==> config.mk <==
export PLATFORM = sky130hd
export DESIGN_NAME = front_panel_ctrl_flat
export DESIGN_NICKNAME = d
export VERILOG_FILES = /design/src/rtl/front_panel_ctrl_if.sv /design/src/rtl/front_panel_ctrl.sv /design/src/flat_wrapper.sv
export SDC_FILE = /design/constraint.sdc
export NUM_CORES = 1
export LEC_CHECK = 0
export ABC_AREA = 0
export BUFFER_PORTS_ARGS = -buffer_cell sky130_fd_sc_hd__buf_2
export CAP_MARGIN = 10
export CORE_MARGIN = 5
export CORE_UTILIZATION = 55
export DETAILED_ROUTE_END_ITERATION = 12
export PLACE_DENSITY = 0.81
export SKIP_CTS_REPAIR_TIMING = 1
export SLEW_MARGIN = 20
export SYNTH_ARGS = -nofsm -noshare
export SYNTH_HDL_FRONTEND = slang
export SYNTH_SLANG_ARGS = --single-unit
==> constraint.sdc <==
create_clock -name clk -period 5 [get_ports clk]
set_input_delay 1 -clock clk [delete_from_list [all_inputs] [get_ports clk]]
set_output_delay 1 -clock clk [all_outputs]
set_load 0.05 [all_outputs]
==> src/rtl/front_panel_ctrl_if.sv <==
// Front-panel controller signal bundle: switches, CPU taps,
// panel memory port and lamp drives.
interface front_panel_ctrl_if;

  logic        sw_run;
  logic        sw_stop;
  logic        sw_step;
  logic        sw_exam;
  logic        sw_exam_next;
  logic        sw_dep;
  logic        sw_dep_next;
  logic [15:0] sense_sw;

  logic        cpu_sync;
  logic [15:0] cpu_addr;
  logic [7:0]  cpu_data;
  logic        cpu_ce;

  logic        bus_sel;
  logic [15:0] mem_addr;
  logic [7:0]  mem_wdata;
  logic        mem_we;
  logic [7:0]  mem_rdata;

  logic [15:0] addr_leds;
  logic [7:0]  data_leds;
  logic        wait_led;

  // Controller side: owns the panel memory port and lamps.
  modport master (
    input  sw_run,
    input  sw_stop,
    input  sw_step,
    input  sw_exam,
    input  sw_exam_next,
    input  sw_dep,
    input  sw_dep_next,
    input  sense_sw,
    input  cpu_sync,
    input  cpu_addr,
    input  cpu_data,
    input  mem_rdata,
    output cpu_ce,
    output bus_sel,
    output mem_addr,
    output mem_wdata,
    output mem_we,
    output addr_leds,
    output data_leds,
    output wait_led
  );

  // Environment side: switch decoder, CPU, RAM mux, renderer.
  modport slave (
    output sw_run,
    output sw_stop,
    output sw_step,
    output sw_exam,
    output sw_exam_next,
    output sw_dep,
    output sw_dep_next,
    output sense_sw,
    output cpu_sync,
    output cpu_addr,
    output cpu_data,
    output mem_rdata,
    input  cpu_ce,
    input  bus_sel,
    input  mem_addr,
    input  mem_wdata,
    input  mem_we,
    input  addr_leds,
    input  data_leds,
    input  wait_led
  );

endinterface

==> src/rtl/front_panel_ctrl.sv <==
// Altair front-panel sequencer: run/stop/step of the 8080 core
// and examine/deposit of main memory while the CPU is halted.
module front_panel_ctrl #(
  parameter logic [15:0] RESET_ADDR    = 16'h0000,
  parameter bit          START_RUNNING = 1'b0
) (
  input  logic          clk,
  input  logic          reset,
  front_panel_ctrl_if.master fp
);

  typedef enum logic [2:0] {
    STOPPED,
    RUNNING,
    STOPPING,
    STEP,
    RD_ADDR,
    RD_DATA,
    WR
  } state_t;

  localparam state_t RST_STATE =
    START_RUNNING ? RUNNING : STOPPED;

  state_t      state_q, state_d;
  logic [15:0] panel_q, panel_d;
  logic        ce_q, ce_d;
  logic        bsel_q, bsel_d;
  logic        wait_q, wait_d;
  logic [7:0]  wdata_q, wdata_d;
  logic [15:0] aled_q, aled_d;
  logic [7:0]  dled_q, dled_d;
  logic        arm_q, arm_d;

  logic [15:0] panel_inc;

  assign panel_inc = panel_q + 16'd1;

  // State and output registers; reset wins over everything.
  always_ff @(posedge clk) begin
    if (reset) begin
      state_q <= RST_STATE;
      panel_q <= RESET_ADDR;
      ce_q    <= START_RUNNING;
      bsel_q  <= ~START_RUNNING;
      wait_q  <= ~START_RUNNING;
      wdata_q <= 8'h00;
      aled_q  <= RESET_ADDR;
      dled_q  <= 8'h00;
      arm_q   <= 1'b0;
    end else begin
      state_q <= state_d;
      panel_q <= panel_d;
      ce_q    <= ce_d;
      bsel_q  <= bsel_d;
      wait_q  <= wait_d;
      wdata_q <= wdata_d;
      aled_q  <= aled_d;
      dled_q  <= dled_d;
      arm_q   <= arm_d;
    end
  end

  // Command decode and sequencing; arm flags the first STEP
  // cycle so a sync already in flight does not end the step.
  always_comb begin
    state_d = state_q;
    panel_d = panel_q;
    ce_d    = ce_q;
    bsel_d  = bsel_q;
    wait_d  = wait_q;
    wdata_d = wdata_q;
    aled_d  = aled_q;
    dled_d  = dled_q;
    arm_d   = 1'b0;

    unique case (state_q)
      STOPPED: begin
        if (!fp.sw_stop) begin
          if (fp.sw_run) begin
            state_d = RUNNING;
            ce_d    = 1'b1;
            bsel_d  = 1'b0;
            wait_d  = 1'b0;
          end else if (fp.sw_step) begin
            state_d = STEP;
            ce_d    = 1'b1;
            bsel_d  = 1'b0;
            arm_d   = 1'b1;
          end else if (fp.sw_exam) begin
            state_d = RD_ADDR;
            panel_d = fp.sense_sw;
            aled_d  = fp.sense_sw;
          end else if (fp.sw_exam_next) begin
            state_d = RD_ADDR;
            panel_d = panel_inc;
            aled_d  = panel_inc;
          end else if (fp.sw_dep) begin
            state_d = WR;
            wdata_d = fp.sense_sw[7:0];
            aled_d  = panel_q;
          end else if (fp.sw_dep_next) begin
            state_d = WR;
            panel_d = panel_inc;
            aled_d  = panel_inc;
            wdata_d = fp.sense_sw[7:0];
          end
        end
      end

      RUNNING: begin
        aled_d = fp.cpu_addr;
        dled_d = fp.cpu_data;
        if (fp.sw_stop) begin
          state_d = STOPPING;
        end
      end

      STOPPING: begin
        aled_d = fp.cpu_addr;
        dled_d = fp.cpu_data;
        if (fp.cpu_sync) begin
          state_d = STOPPED;
          ce_d    = 1'b0;
          bsel_d  = 1'b1;
          wait_d  = 1'b1;
          panel_d = fp.cpu_addr;
          aled_d  = fp.cpu_addr;
          dled_d  = fp.cpu_data;
        end
      end

      STEP: begin
        if (fp.cpu_sync && !arm_q) begin
          state_d = STOPPED;
          ce_d    = 1'b0;
          bsel_d  = 1'b1;
          wait_d  = 1'b1;
          panel_d = fp.cpu_addr;
          aled_d  = fp.cpu_addr;
          dled_d  = fp.cpu_data;
        end
      end

      RD_ADDR: begin
        state_d = RD_DATA;
      end

      RD_DATA: begin
        state_d = STOPPED;
        dled_d  = fp.mem_rdata;
      end

      WR: begin
        state_d = RD_ADDR;
      end

      default: begin
        state_d = STOPPED;
      end
    endcase
  end

  assign fp.cpu_ce    = ce_q;
  assign fp.bus_sel   = bsel_q;
  assign fp.wait_led  = wait_q;
  assign fp.mem_addr  = panel_q;
  assign fp.mem_wdata = wdata_q;
  assign fp.mem_we    = (state_q == WR);
  assign fp.addr_leds = aled_q;
  assign fp.data_leds = dled_q;

endmodule

==> src/flat_wrapper.sv <==
// flat-port wrapper written by rule: the top's interface ports become plain ports
module front_panel_ctrl_flat 
#(
  parameter logic [15:0] RESET_ADDR    = 16'h0000,
  parameter bit          START_RUNNING = 1'b0
)
  (clk, reset, fp_sw_run, fp_sw_stop, fp_sw_step, fp_sw_exam, fp_sw_exam_next, fp_sw_dep, fp_sw_dep_next, fp_sense_sw, fp_cpu_sync, fp_cpu_addr, fp_cpu_data, fp_mem_rdata, fp_cpu_ce, fp_bus_sel, fp_mem_addr, fp_mem_wdata, fp_mem_we, fp_addr_leds, fp_data_leds, fp_wait_led);
  front_panel_ctrl_if fp_i ();
  input  logic clk;
  input  logic reset;
  input wire logic [$bits(fp_i.sw_run)-1:0] fp_sw_run;
  input wire logic [$bits(fp_i.sw_stop)-1:0] fp_sw_stop;
  input wire logic [$bits(fp_i.sw_step)-1:0] fp_sw_step;
  input wire logic [$bits(fp_i.sw_exam)-1:0] fp_sw_exam;
  input wire logic [$bits(fp_i.sw_exam_next)-1:0] fp_sw_exam_next;
  input wire logic [$bits(fp_i.sw_dep)-1:0] fp_sw_dep;
  input wire logic [$bits(fp_i.sw_dep_next)-1:0] fp_sw_dep_next;
  input wire logic [$bits(fp_i.sense_sw)-1:0] fp_sense_sw;
  input wire logic [$bits(fp_i.cpu_sync)-1:0] fp_cpu_sync;
  input wire logic [$bits(fp_i.cpu_addr)-1:0] fp_cpu_addr;
  input wire logic [$bits(fp_i.cpu_data)-1:0] fp_cpu_data;
  input wire logic [$bits(fp_i.mem_rdata)-1:0] fp_mem_rdata;
  output wire logic [$bits(fp_i.cpu_ce)-1:0] fp_cpu_ce;
  output wire logic [$bits(fp_i.bus_sel)-1:0] fp_bus_sel;
  output wire logic [$bits(fp_i.mem_addr)-1:0] fp_mem_addr;
  output wire logic [$bits(fp_i.mem_wdata)-1:0] fp_mem_wdata;
  output wire logic [$bits(fp_i.mem_we)-1:0] fp_mem_we;
  output wire logic [$bits(fp_i.addr_leds)-1:0] fp_addr_leds;
  output wire logic [$bits(fp_i.data_leds)-1:0] fp_data_leds;
  output wire logic [$bits(fp_i.wait_led)-1:0] fp_wait_led;
  assign fp_i.sw_run = fp_sw_run;
  assign fp_i.sw_stop = fp_sw_stop;
  assign fp_i.sw_step = fp_sw_step;
  assign fp_i.sw_exam = fp_sw_exam;
  assign fp_i.sw_exam_next = fp_sw_exam_next;
  assign fp_i.sw_dep = fp_sw_dep;
  assign fp_i.sw_dep_next = fp_sw_dep_next;
  assign fp_i.sense_sw = fp_sense_sw;
  assign fp_i.cpu_sync = fp_cpu_sync;
  assign fp_i.cpu_addr = fp_cpu_addr;
  assign fp_i.cpu_data = fp_cpu_data;
  assign fp_i.mem_rdata = fp_mem_rdata;
  assign fp_cpu_ce = fp_i.cpu_ce;
  assign fp_bus_sel = fp_i.bus_sel;
  assign fp_mem_addr = fp_i.mem_addr;
  assign fp_mem_wdata = fp_i.mem_wdata;
  assign fp_mem_we = fp_i.mem_we;
  assign fp_addr_leds = fp_i.addr_leds;
  assign fp_data_leds = fp_i.data_leds;
  assign fp_wait_led = fp_i.wait_led;
  front_panel_ctrl #(.RESET_ADDR(RESET_ADDR), .START_RUNNING(START_RUNNING)) u_core (.clk(clk), .reset(reset), .fp(fp_i));
endmodule
### Word-level counts from Yosys, hierarchy flattened

Index checks and enable logic that the tools add are counted.

| storage, ports and cells | value |
|---|---|
| bits in registers | 55 |
| bits in latches | 0 |
| memory bits (writable) | 0 |
| bits in read-only memories | 0 |
| input port bits | 58 |
| output and inout port bits | 52 |
| memories | 0 |

| operators by class | value |
|---|---|
| $add $sub $neg | 1 |
| multipliers | 0 |
| divide/modulo/power cells | 0 |
| $lt $le $gt $ge | 0 |
| equal/unequal tests | 18 |
| shift-type cells | 0 |
| muxes and demuxes | 48 |
| bitwise logic cells | 6 |
| reduce and logical (&&, ||, !) cells | 16 |

Operators with widths:

| operator | number |
|---|---|
| $mux W16 | 15 |
| $pmux W16 S3 | 2 |
| $mux W3 | 10 |
| $mux W8 | 3 |
| $pmux W8 S3 | 1 |
| $pmux W3 S6 | 1 |
| $add A16 B1 Y16 const B | 1 |
| $reduce_and A5 Y1 | 3 |
| $mux W1 | 13 |
| $ne A2 B2 Y1 const B | 6 |
| $eq A3 B3 Y1 const B | 3 |
| $pmux W1 S3 | 3 |
| $reduce_bool A3 Y1 | 3 |
| $ne A4 B4 Y1 const B | 2 |
| $reduce_and A8 Y1 | 1 |
| $ne A7 B7 Y1 const B | 1 |
| $reduce_and A7 Y1 | 1 |
| $eq A3 B2 Y1 const B | 2 |
| $not A1 Y1 | 6 |
| $reduce_and A6 Y1 | 1 |
| $ne A5 B5 Y1 const B | 1 |
| $reduce_or A4 Y1 | 1 |
| $eq A3 B1 Y1 const B | 1 |
| $logic_not A3 Y1 | 1 |
| 7 further kinds | 7 |

### Longest topological paths before layout

Gate-level depths: netlist (run 1).

| depth | value |
|---|---|
| word-level depth | 9 |
| gate-level depth with buffers | 8 |

### Least setup slack after synthesis (run 1)

No wires, ideal clock.

| path | value |
|---|---|
| kind | reg-to-output |
| start point | register u_core.state_q[2] |
| end point | output fp_mem_we |
| data arrival time | 1.699 ns |
| required time | 4.000 ns |
| setup slack | 2.301 ns |
| cell stages (with the launch flop) | 4 |
| buffers on the path | 1 |
| cell sequence | dfxtp_1 buf_4 inv_2 nor3_1 |

| on the way | value |
|---|---|
| word-level cells in the longest chain between the ends | 1 |

Ends and longest elaborated chain:

| what | line | RTL |
|---|---|---|
| start: declaration | front_panel_ctrl.sv:25 | `state_t state_q, state_d;` |
| start signal: assignment | front_panel_ctrl.sv:52 | `state_q <= state_d;` |
| $eq A3 B3 Y1 | front_panel_ctrl.sv:169 | `assign fp.mem_we = (state_q == WR);` |
| end: declaration | flat_wrapper.sv:27 | `output wire logic [$bits(fp_i.mem_we)-1:0] fp_mem_we;` |

Every way passes these cells.

### Worst setup path after layout (run 1)

| path | value |
|---|---|
| start point | input fp_sw_exam |
| end point | register u_core.panel_q[13], in the netlist u_core.fp.mem_addr[13] |

| on the way | value |
|---|---|
| word-level cells in the longest chain between the ends | 5 |

Ends and longest elaborated chain:

| what | line | RTL |
|---|---|---|
| start: declaration | flat_wrapper.sv:14 | `input wire logic [$bits(fp_i.sw_exam)-1:0] fp_sw_exam;` |
| $mux W16 | front_panel_ctrl.sv:90 | `end else if (fp.sw_exam) begin` |
| $mux W16 | front_panel_ctrl.sv:85 | `end else if (fp.sw_step) begin` |
| $mux W16 | front_panel_ctrl.sv:80 | `if (fp.sw_run) begin` |
| $mux W16 | front_panel_ctrl.sv:79 | `if (!fp.sw_stop) begin` |
| $pmux W16 S3 | front_panel_ctrl.sv:77 | `unique case (state_q)` |
| end signal: assignment | front_panel_ctrl.sv:53 | `panel_q <= panel_d;` |
| end: declaration | front_panel_ctrl.sv:26 | `logic [15:0] panel_q, panel_d;` |

Several ways; a longest one is shown, not always the timed one. The select of a mux whose other input is x is not followed.
A chain may end at the register's enable or synchronous reset.

==> results of run 1 <==
## cell families (layout without fill, tap and decap cells)
| logic type | Yosys count | count (layout) | share of synthesized area, % |
|---|---|---|---|
| flip-flops | 55 | 55 | 30.5 |
| AND/OR/NAND/NOR | 168 | 168 | 24.8 |
| AO/OA/AOI/OAI | 143 | 143 | 29.1 |
| multiplexers | 21 | 21 | 5.83 |
| buffers and inverters | 43 | 128 | 5.86 |
| adder cells (fa/ha/maj) | 1 | 1 | 0.347 |
| XOR/XNOR | 15 | 15 | 3.64 |
## report_power, final
part / switching [uW] / internal [uW]
clock: 151 / 200
combinational: 682 / 270
sequential: 95.6 / 531
total: 928 / 1000
## per-stage QoR
step / power, uW / instances
4_1_cts: 1930 / 607
5_1_grt: 2030 / 608
3_3_place_gp: 1550 / 599
3_5_place_dp: 1580 / 599
6_report: 1930 / 608
2_1_floorplan: 1370 / 446
## cell usage after synthesis, drive strengths merged, types with 12 or more instances
master  instances
nor2           62
dfxtp          55
nand2          41
a21oi          35
o21ai          23
buf            21
mux2i          21
a211oi         19
o211ai         18
clkbuf         14
nor3           13
nand3          12
## registers in the layout (all words and copies together), names as in the netlist, 3 cells and up
name,cells
u_core.fp.mem_addr,16
u_core.state_q,3
u_core.fp.addr_leds,16
u_core.fp.data_leds,8
u_core.fp.mem_wdata,8
## cell type report
class / instances / area [um2] / share of cell area, %
inverter: 8 / 30.0 / 0.709
clock buffer: 6 / 72.6 / 1.71
multi-input combinational: 348 / 2300 / 54.2
clock inverter: 2 / 60.1 / 1.42
tap: 77 / 96.3 / 2.27
sequential: 55 / 1100 / 26.0
timing repair buffer: 112 / 581 / 13.7
## per-layer routing
| layer | share of wire (%) | vias to the layer above | global-route usage, % |
|---|---|---|---|
| li1 | - | 1813 | - |
| met1 | 41 | 1791 | 31.7 |
| met2 | 48 | 187 | 39.4 |
| met3 | 9.3 | 17 | 7.11 |
| met4 | 1.8 | 0 | 8.44 |
| met5 | 0 | - | 0 |
## final timing paths
path | startpoint | endpoint | slack, ns | cells past startpoint
min reg2reg | u_core.fp.addr_leds[5] | u_core.fp.addr_leds[5] | 0.47 | 2
min | u_core.fp.addr_leds[5] | u_core.fp.addr_leds[5] | 0.47 | 2
max | fp_sw_exam | u_core.fp.mem_addr[13] | 2.29 | 6
max reg2reg | u_core.state_q[2] | u_core.fp.mem_addr[15] | 2.64 | 5
## worst register-to-register path, cell delays in order, from the launching register on
cell and delay (ns):
dfxtp_1 0.62, nand2b_1 0.76, nand2_1 0.33, nor4b_1 0.33
o21ai_1 0.10, a21oi_1 0.15
==> flow_summary_export.csv, run 1 <==
group,metric,value,unit
critical_path,cp_max_fo,40,
final_layout,syn_to_final_growth,17.4,%
global_route,grt_antenna_before_repair,0,
clocking,cts_tree,"built",
synth,postSynth.asyncResetShare,0,%
sta,tightest_slew,0.987,ns
synth,synth_ff_type,"dfxtp_1",
floorplanning,top_level_ports,110,
synth,syn_area,0.00361,mm2
clocking,cts_buffers,5,
pwr,powerDensity,455,mW/mm2
critical_path,crit_family,"compound AO/OA/AOI/OAI gates",
critical_path,crit_type,"input port to flop",
floorplanning,core_area,0.00635,mm2
route,post_drt_wl_per_cell,17.7,um
synth,ys_top_cells_by_area,"dfxtp_1, nor2_1, mux2i_1",
clocking,cts_max_level,2,
clocking,clock_latency,0.32,ns
final_layout,antennaDiodeCount,0,
global_route,grt_pass1_wl,17.1,mm
synth,ys_seq_area_share,30.5,%
synth,synthCells,446,
sta,setup-tns-final,0,ns
final_layout,fillCellCount,545,
floorplanning,die_y,91,um
placement,hpwl,7.61,mm
floorplanning,die_width,91,um
route,first_pass_iters,5,
clocking,ctsRootBufferMaster,"clkbuf_8",
final_layout,drive_above_1_share,28.2,%
pwr,peakVddDrop,0.000298,V
synth,ys_types,71,
placement,dpl-instance-area,0.00408,mm2
route,drc,0,
outcome,run_status,"finished clean",
job,maxCapViolCount,0,
clocking,cts.sinks,55,
global_route,grt_max_degree,59,
final_layout,fin_area,0.00424,mm2
sta,fin_crit,2.71,ns
global_route,grt.total_usage,24.6,%
floorplanning,die-area,0.00828,mm2
placement,portBuffers,109,
final_layout,final_nets,589,
final_layout,layout_common_cells,"buf_2, nor2_1, dfxtp_1",
pwr,power_leakage,0.00177,uW
critical_path,start_kind,"input port",
synth,syn_area_per_cell,8.09,um2
synth,synth_top_area_share,30.5,%
synth,syn_nets,505,
final_layout,final_common_cell,"buf_2",
global_route,overflow,0,
route,wirelength,10.8,mm
critical_path,worstPathRequired,5.18,ns
sta,maxSlewHeadroom,34.1,%
clocking,clock_path_buffers,2,
sta,fmax,369,MHz
floorplanning,initial_core_util,56.8,%
final_layout,post-route-util,66.7,%
critical_path,worstSetupEndpointType,"flop",
global_route,grt_pass1_vias,3566,
synth,ys_warn_count,0,
route,dr_total_vias,3808,
sta,rsz0062_at_grt,"no",
route,drt_iter0_markers,434,
synth,synth_top_area_cell,"dfxtp_1",
sta,setup_viol,0,
sta,hold_ws,0.468,ns
critical_path,crit_path_top_delay_cell,"buf_2",
sta,slew_viol_final,0,
sta,finClkSkew,0.00346,ns
sta,hold_viol_final,0,
synth,synth_seq_cells,55,
critical_path,critPathBufInv,1,
clocking,cts.clk_slew.worst_paths,0.10,ns
route,viasPerCell,6.26,
hold_path,hp-class,"flop to flop",
synth,synth_edf_count,0,
critical_path,slowest_delay,0.54,ns
critical_path,path_cells,"buf_2 -> nor2_1 -> a2111oi_2 -> o21ai_2 -> a211oi_1 -> a221oi_2",
critical_path,cp.arrival,2.89,ns
sta,worst_slack,2.29,ns
route,antenna_left,0,
placement,place.gp.congestion,0.950,
placement,dpl_worst_slack,1.96,ns
sta,fin_crit_sh,54.3,%
floorplanning,rows,29,
(Power assumes the default switching activity.)
==> run 2, diff against run 1 <==
--- a/config.mk
+++ b/config.mk
@@ -9,9 +9,9 @@
 export BUFFER_PORTS_ARGS = -buffer_cell sky130_fd_sc_hd__buf_2
 export CAP_MARGIN = 10
 export CORE_MARGIN = 5
-export CORE_UTILIZATION = 55
+export CORE_UTILIZATION = 47
 export DETAILED_ROUTE_END_ITERATION = 12
-export PLACE_DENSITY = 0.81
+export PLACE_DENSITY = 0.73
 export SKIP_CTS_REPAIR_TIMING = 1
 export SLEW_MARGIN = 20
 export SYNTH_ARGS = -nofsm -noshare
==> constraint.sdc (replaced) <==
create_clock -name clk -period 2.49 [get_ports clk]
set_input_delay 0.498 -clock clk [delete_from_list [all_inputs] [get_ports clk]]
set_output_delay 0.498 -clock clk [all_outputs]
set_load 0.05 [all_outputs]
==> flow_summary_export.csv, run 2 (synthesis results as in run 1) <==
group,metric,value,unit
outcome,run_status,"finished clean",
critical_path,start_kind,"flop",
final_layout,multi_input_area,0.00230,mm2
route,dr_total_vias,3673,
route,antenna_left,0,
floorplanning,die_width,97.6,um
clocking,cts_buffers,5,
pwr,powerDensity,905,mW/mm2
global_route,grt_max_degree,38,
global_route,grt_antenna_before_repair,0,
global_route,gr-usage-met1,27.8,%
route,viasPerCell,5.77,
global_route,gr-max-usage-layer,"met2",
final_layout,fillCellCount,728,
placement,portBuffers,109,
critical_path,cp.arrival,1.66,ns
pwr,power_leakage,0.00178,uW
final_layout,regArea,0.00110,mm2
floorplanning,die-area,0.00953,mm2
clocking,clock_latency,0.31,ns
sta,finClkSkew,0.00594,ns
clocking,ctsRootBufferMaster,"clkbuf_8",
final_layout,syn_to_final_growth,18.8,%
critical_path,cp_max_fo,16,
clocking,cts.clk_slew.worst_paths,0.10,ns
placement,hpwl,7.91,mm
sta,hold_viol_final,0,
sta,maxSlewHeadroom,38.8,%
clocking,cts_tree,"built",
sta,fin_crit_sh,86.7,%
global_route,grt.total_usage,22.2,%
floorplanning,core_area,0.00761,mm2
sta,fmax,463,MHz
sta,rsz0062_at_grt,"no",
sta,setup_viol,0,
placement,place.gp.congestion,0.940,
floorplanning,rows,32,
route,wirelength,10.7,mm
clocking,cts_max_level,2,
pwr,peakVddDrop,0.000474,V
global_route,grt_pass1_wl,17.7,mm
route,post_drt_wl_per_cell,16.8,um
final_layout,antennaDiodeCount,0,
sta,fin_crit,2.16,ns
clocking,cts.sinks,55,
final_layout,drive_above_1_share,28.8,%
global_route,use_met2,36.8,%
final_layout,post-route-util,56.3,%
hold_path,hp-class,"input port to flop",
final_layout,layout_common_cells,"buf_2, nor2_1, dfxtp_1",
sta,setup-tns-final,0,ns
floorplanning,top_level_ports,110,
critical_path,crit_type,"flop to output port",
critical_path,worstSetupEndpointType,"output port",
job,maxCapViolCount,0,
final_layout,final_common_cell,"buf_2",
route,first_pass_iters,5,
floorplanning,die_y,97.6,um
global_route,overflow,0,
sta,slew_viol_final,0,
sta,tightest_slew,0.916,ns
critical_path,worstPathRequired,1.99,ns
clocking,clock_path_buffers,2,
global_route,grt_pass1_vias,3679,
route,drc,0,
route,drt_iter0_markers,282,
floorplanning,initial_core_util,47.4,%
global_route,grt_use_met3,6.10,%
final_layout,final_nets,593,
[run 2: per-layer routing]
| layer | up-vias | share of wire [%] |
|---|---|---|
| li1 | 1816 | - |
| met1 | 1702 | 43 |
| met2 | 141 | 47 |
| met3 | 14 | 8.4 |
| met4 | 0 | 1.4 |
| met5 | - | 0 |
[run 2: report_power, final]
| part | leakage, uW | switching (uW) | internal, uW | total [uW] |
|---|---|---|---|---|
| logic | 0.00127 | 1360 | 551 | 1910 |
| registers | 0.000450 | 191 | 1070 | 1260 |
| clock network | 0.0000654 | 303 | 402 | 705 |
[run 2: area by class of cell]
| type | count | area share [%] |
|---|---|---|
| Timing Repair Buffer | 116 | 14.0 |
| Clock inverter | 2 | 1.40 |
| Inverter | 8 | 0.701 |
| Sequential cell | 55 | 25.7 |
| Clock buffer | 6 | 1.69 |
| Multi-Input combinational cell | 348 | 53.6 |
| Tap cell | 102 | 2.98 |
[run 2: final timing paths]
check	end	from	depth (start not counted)	slack, ns
max	fp_mem_we	u_core.state_q[1]	3	0.33
min	u_core.fp.mem_wdata[2]	fp_sense_sw[2]	3	0.43
max reg2reg	u_core.fp.mem_addr[13]	u_core.state_q[1]	5	0.34
min reg2reg	u_core.fp.addr_leds[5]	u_core.fp.addr_leds[5]	2	0.47
[run 2: through the flow]
| step | hold slack [ns] | cells | total power, uW | cell area, um2 | worst slack [ns] |
|---|---|---|---|---|---|
| 2_1_floorplan | 0.575 | 446 | 2750 | 3610 | 0.293 |
| 3_3_place_gp | 0.448 | 629 | 3160 | 4150 | 0.376 |
| 3_5_place_dp | 0.458 | 629 | 3190 | 4150 | 0.272 |
| 4_1_cts | 0.430 | 637 | 3900 | 4290 | 0.336 |
| 5_1_grt | 0.431 | 637 | 4120 | 4290 | 0.171 |
| 6_report | 0.435 | 637 | 3880 | 4290 | 0.330 |
[run 2: worst max-delay path, cell delays in order, from the launching register on]
cell,delay [ns]
dfxtp_1,0.65
inv_1,0.23
nor3_1,0.18
buf_2,0.29
==> run 3, diff against run 2 <==
--- a/config.mk
+++ b/config.mk
@@ -9,9 +9,10 @@
 export BUFFER_PORTS_ARGS = -buffer_cell sky130_fd_sc_hd__buf_2
 export CAP_MARGIN = 10
 export CORE_MARGIN = 5
-export CORE_UTILIZATION = 47
+export CORE_UTILIZATION = 35
+export CTS_CLUSTER_SIZE = 8
 export DETAILED_ROUTE_END_ITERATION = 12
-export PLACE_DENSITY = 0.73
+export PLACE_DENSITY = 0.56
 export SKIP_CTS_REPAIR_TIMING = 1
 export SLEW_MARGIN = 20
 export SYNTH_ARGS = -nofsm -noshare
==> flow_summary_export.csv, run 3 (synthesis results as in run 1) <==
group,metric,value,unit
outcome,run_status,"finished clean",
final_layout,final_common_cell,"buf_2",
clocking,cts.clk_slew.worst_paths,0.12,ns
floorplanning,top_level_ports,110,
critical_path,worstPathRequired,2.72,ns
clocking,clock_path_buffers,2,
clocking,ctsRootBufferMaster,"clkbuf_8",
floorplanning,die_y,112,um
sta,finClkSkew,0.0116,ns
clocking,cts.sinks,55,
hold_path,hold_end,"u_core.fp.mem_wdata[4]",
critical_path,crit_path_top_delay_cell,"o21ai_2",
placement,portBuffers,109,
route,drt_iter0_markers,229,
sta,fin_crit,2.20,ns
floorplanning,die_width,112,um
global_route,gr-usage-met1,25.4,%
hold_path,hp-class,"input port to flop",
final_layout,drive_above_1_share,29.4,%
route,first_pass_iters,5,
sta,slew_viol_final,0,
route,dr_total_vias,3780,
critical_path,cp.arrival,2.43,ns
hold_path,hp-start,"fp_sense_sw[4]",
critical_path,start_kind,"flop",
critical_path,cp_max_fo,17,
critical_path,r2r_slack,0.29,ns
route,viasPerCell,5.61,
hold_path,hold_depth,3,
final_layout,final_nets,596,
critical_path,crit_type,"flop to flop",
global_route,grt_pass1_wl,19.6,mm
pwr,power_leakage,0.00178,uW
clocking,clock_latency,0.33,ns
global_route,use_met2,31.1,%
critical_path,slowest_delay,0.77,ns
global_route,grt_antenna_before_repair,0,
sta,setup_viol,0,
route,post_drt_wl_per_cell,17.9,um
global_route,overflow,0,
job,maxCapViolCount,0,
final_layout,syn_to_final_growth,19.5,%
global_route,gr-max-usage-layer,"met2",
floorplanning,die-area,0.0124,mm2
route,drc,0,
sta,fin_crit_sh,88.2,%
sta,maxSlewHeadroom,36.3,%
global_route,grt_max_degree,38,
floorplanning,initial_core_util,35.4,%
global_route,grt_pass1_vias,3694,
floorplanning,core_area,0.0102,mm2
critical_path,path_cells,"or2_1 -> a2111oi_2 -> o21ai_2 -> a21oi_1 -> a211oi_1",
placement,dp.cells,666,
final_layout,layout_common_cells,"buf_2, nor2_1, dfxtp_1",
pwr,powerDensity,873,mW/mm2
placement,place.gp.congestion,0.888,
critical_path,worstSetupEndpointType,"flop",
clocking,cts_buffers,5,
placement,hpwl,8.88,mm
clocking,cts_tree,"built",
final_layout,final_cells,674,
sta,fmax,455,MHz
final_layout,antennaDiodeCount,0,
sta,rsz0062_at_grt,"no",
sta,hold_viol_final,0,
clocking,cts_max_level,2,
pwr,peakVddDrop,0.000607,V
critical_path,worst_r2r_path_depth,5,
route,antenna_left,0,
sta,tightest_slew,0.955,ns
floorplanning,rows,37,
critical_path,r2r-end,"u_core.fp.mem_addr[11]",
global_route,grt.total_usage,19.2,%
route,wirelength,12.1,mm
sta,setup-tns-final,0,ns
critical_path,reg2reg_from,"u_core.state_q[1]",
global_route,grt_use_met3,5.38,%
## run 3: layout make-up
type | count | area, um2
Clock buffer | 5 | 68.8
Clock inverter | 3 | 25.0
Fill cell | 1089 | 5870
Inverter | 8 | 30.0
Multi-Input combinational cell | 348 | 2300
Sequential cell | 55 | 1100
Tap cell | 136 | 170
Timing Repair Buffer | 119 | 621
## run 3: metal layers
metal / up-vias / routed length [um] / part of all wire [%]
met3: 7 / 1030 / 8.5
met5: - / 0 / 0
met1: 1805 / 5390 / 45
met2: 149 / 5510 / 46
met4: 0 / 137 / 1.1
li1: 1819 / - / -
## run 3: where the power goes
group          internal, uW  switching, uW
registers              1070            199
logic                   563           1390
clock network           203            341
total                  1830           1930
## run 3: worst max path at each step
stage | startpoint | to | slack [ns] | depth (start not counted)
CTS | u_core.state_q[1] | fp_mem_we | 0.29 | 3
global placement | fp_sw_exam_next | u_core.fp.mem_addr[11] | 0.27 | 6
finish | u_core.state_q[1] | u_core.fp.mem_addr[11] | 0.29 | 5
detailed placement | fp_sw_dep | u_core.fp.mem_addr[13] | 0.29 | 6
floorplan | u_core.state_q[2] | fp_mem_we | 0.29 | 3
global route | u_core.state_q[1] | u_core.fp.addr_leds[1] | 0.16 | 5
## run 3: through the flow
stage / hold WS, ns / setup slack, ns / total power [uW] / utilization, % / cell area (um2)
finish: 0.423 / 0.294 / 3760 / 42.3 / 4310
global route: 0.413 / 0.164 / 3990 / 42.3 / 4310
floorplan: 0.575 / 0.293 / 2750 / - / 3610
global placement: 0.448 / 0.267 / 3220 / 41.4 / 4220
CTS: 0.408 / 0.289 / 3790 / 42.3 / 4310
detailed placement: 0.455 / 0.287 / 3240 / 41.4 / 4220
## run 3: worst max-delay path: cells and delay by family (launching register included)
family | cells | cell delay, ns
simple gates | 1 | 0.22
flops | 1 | 0.65
compound gates | 4 | 1.23
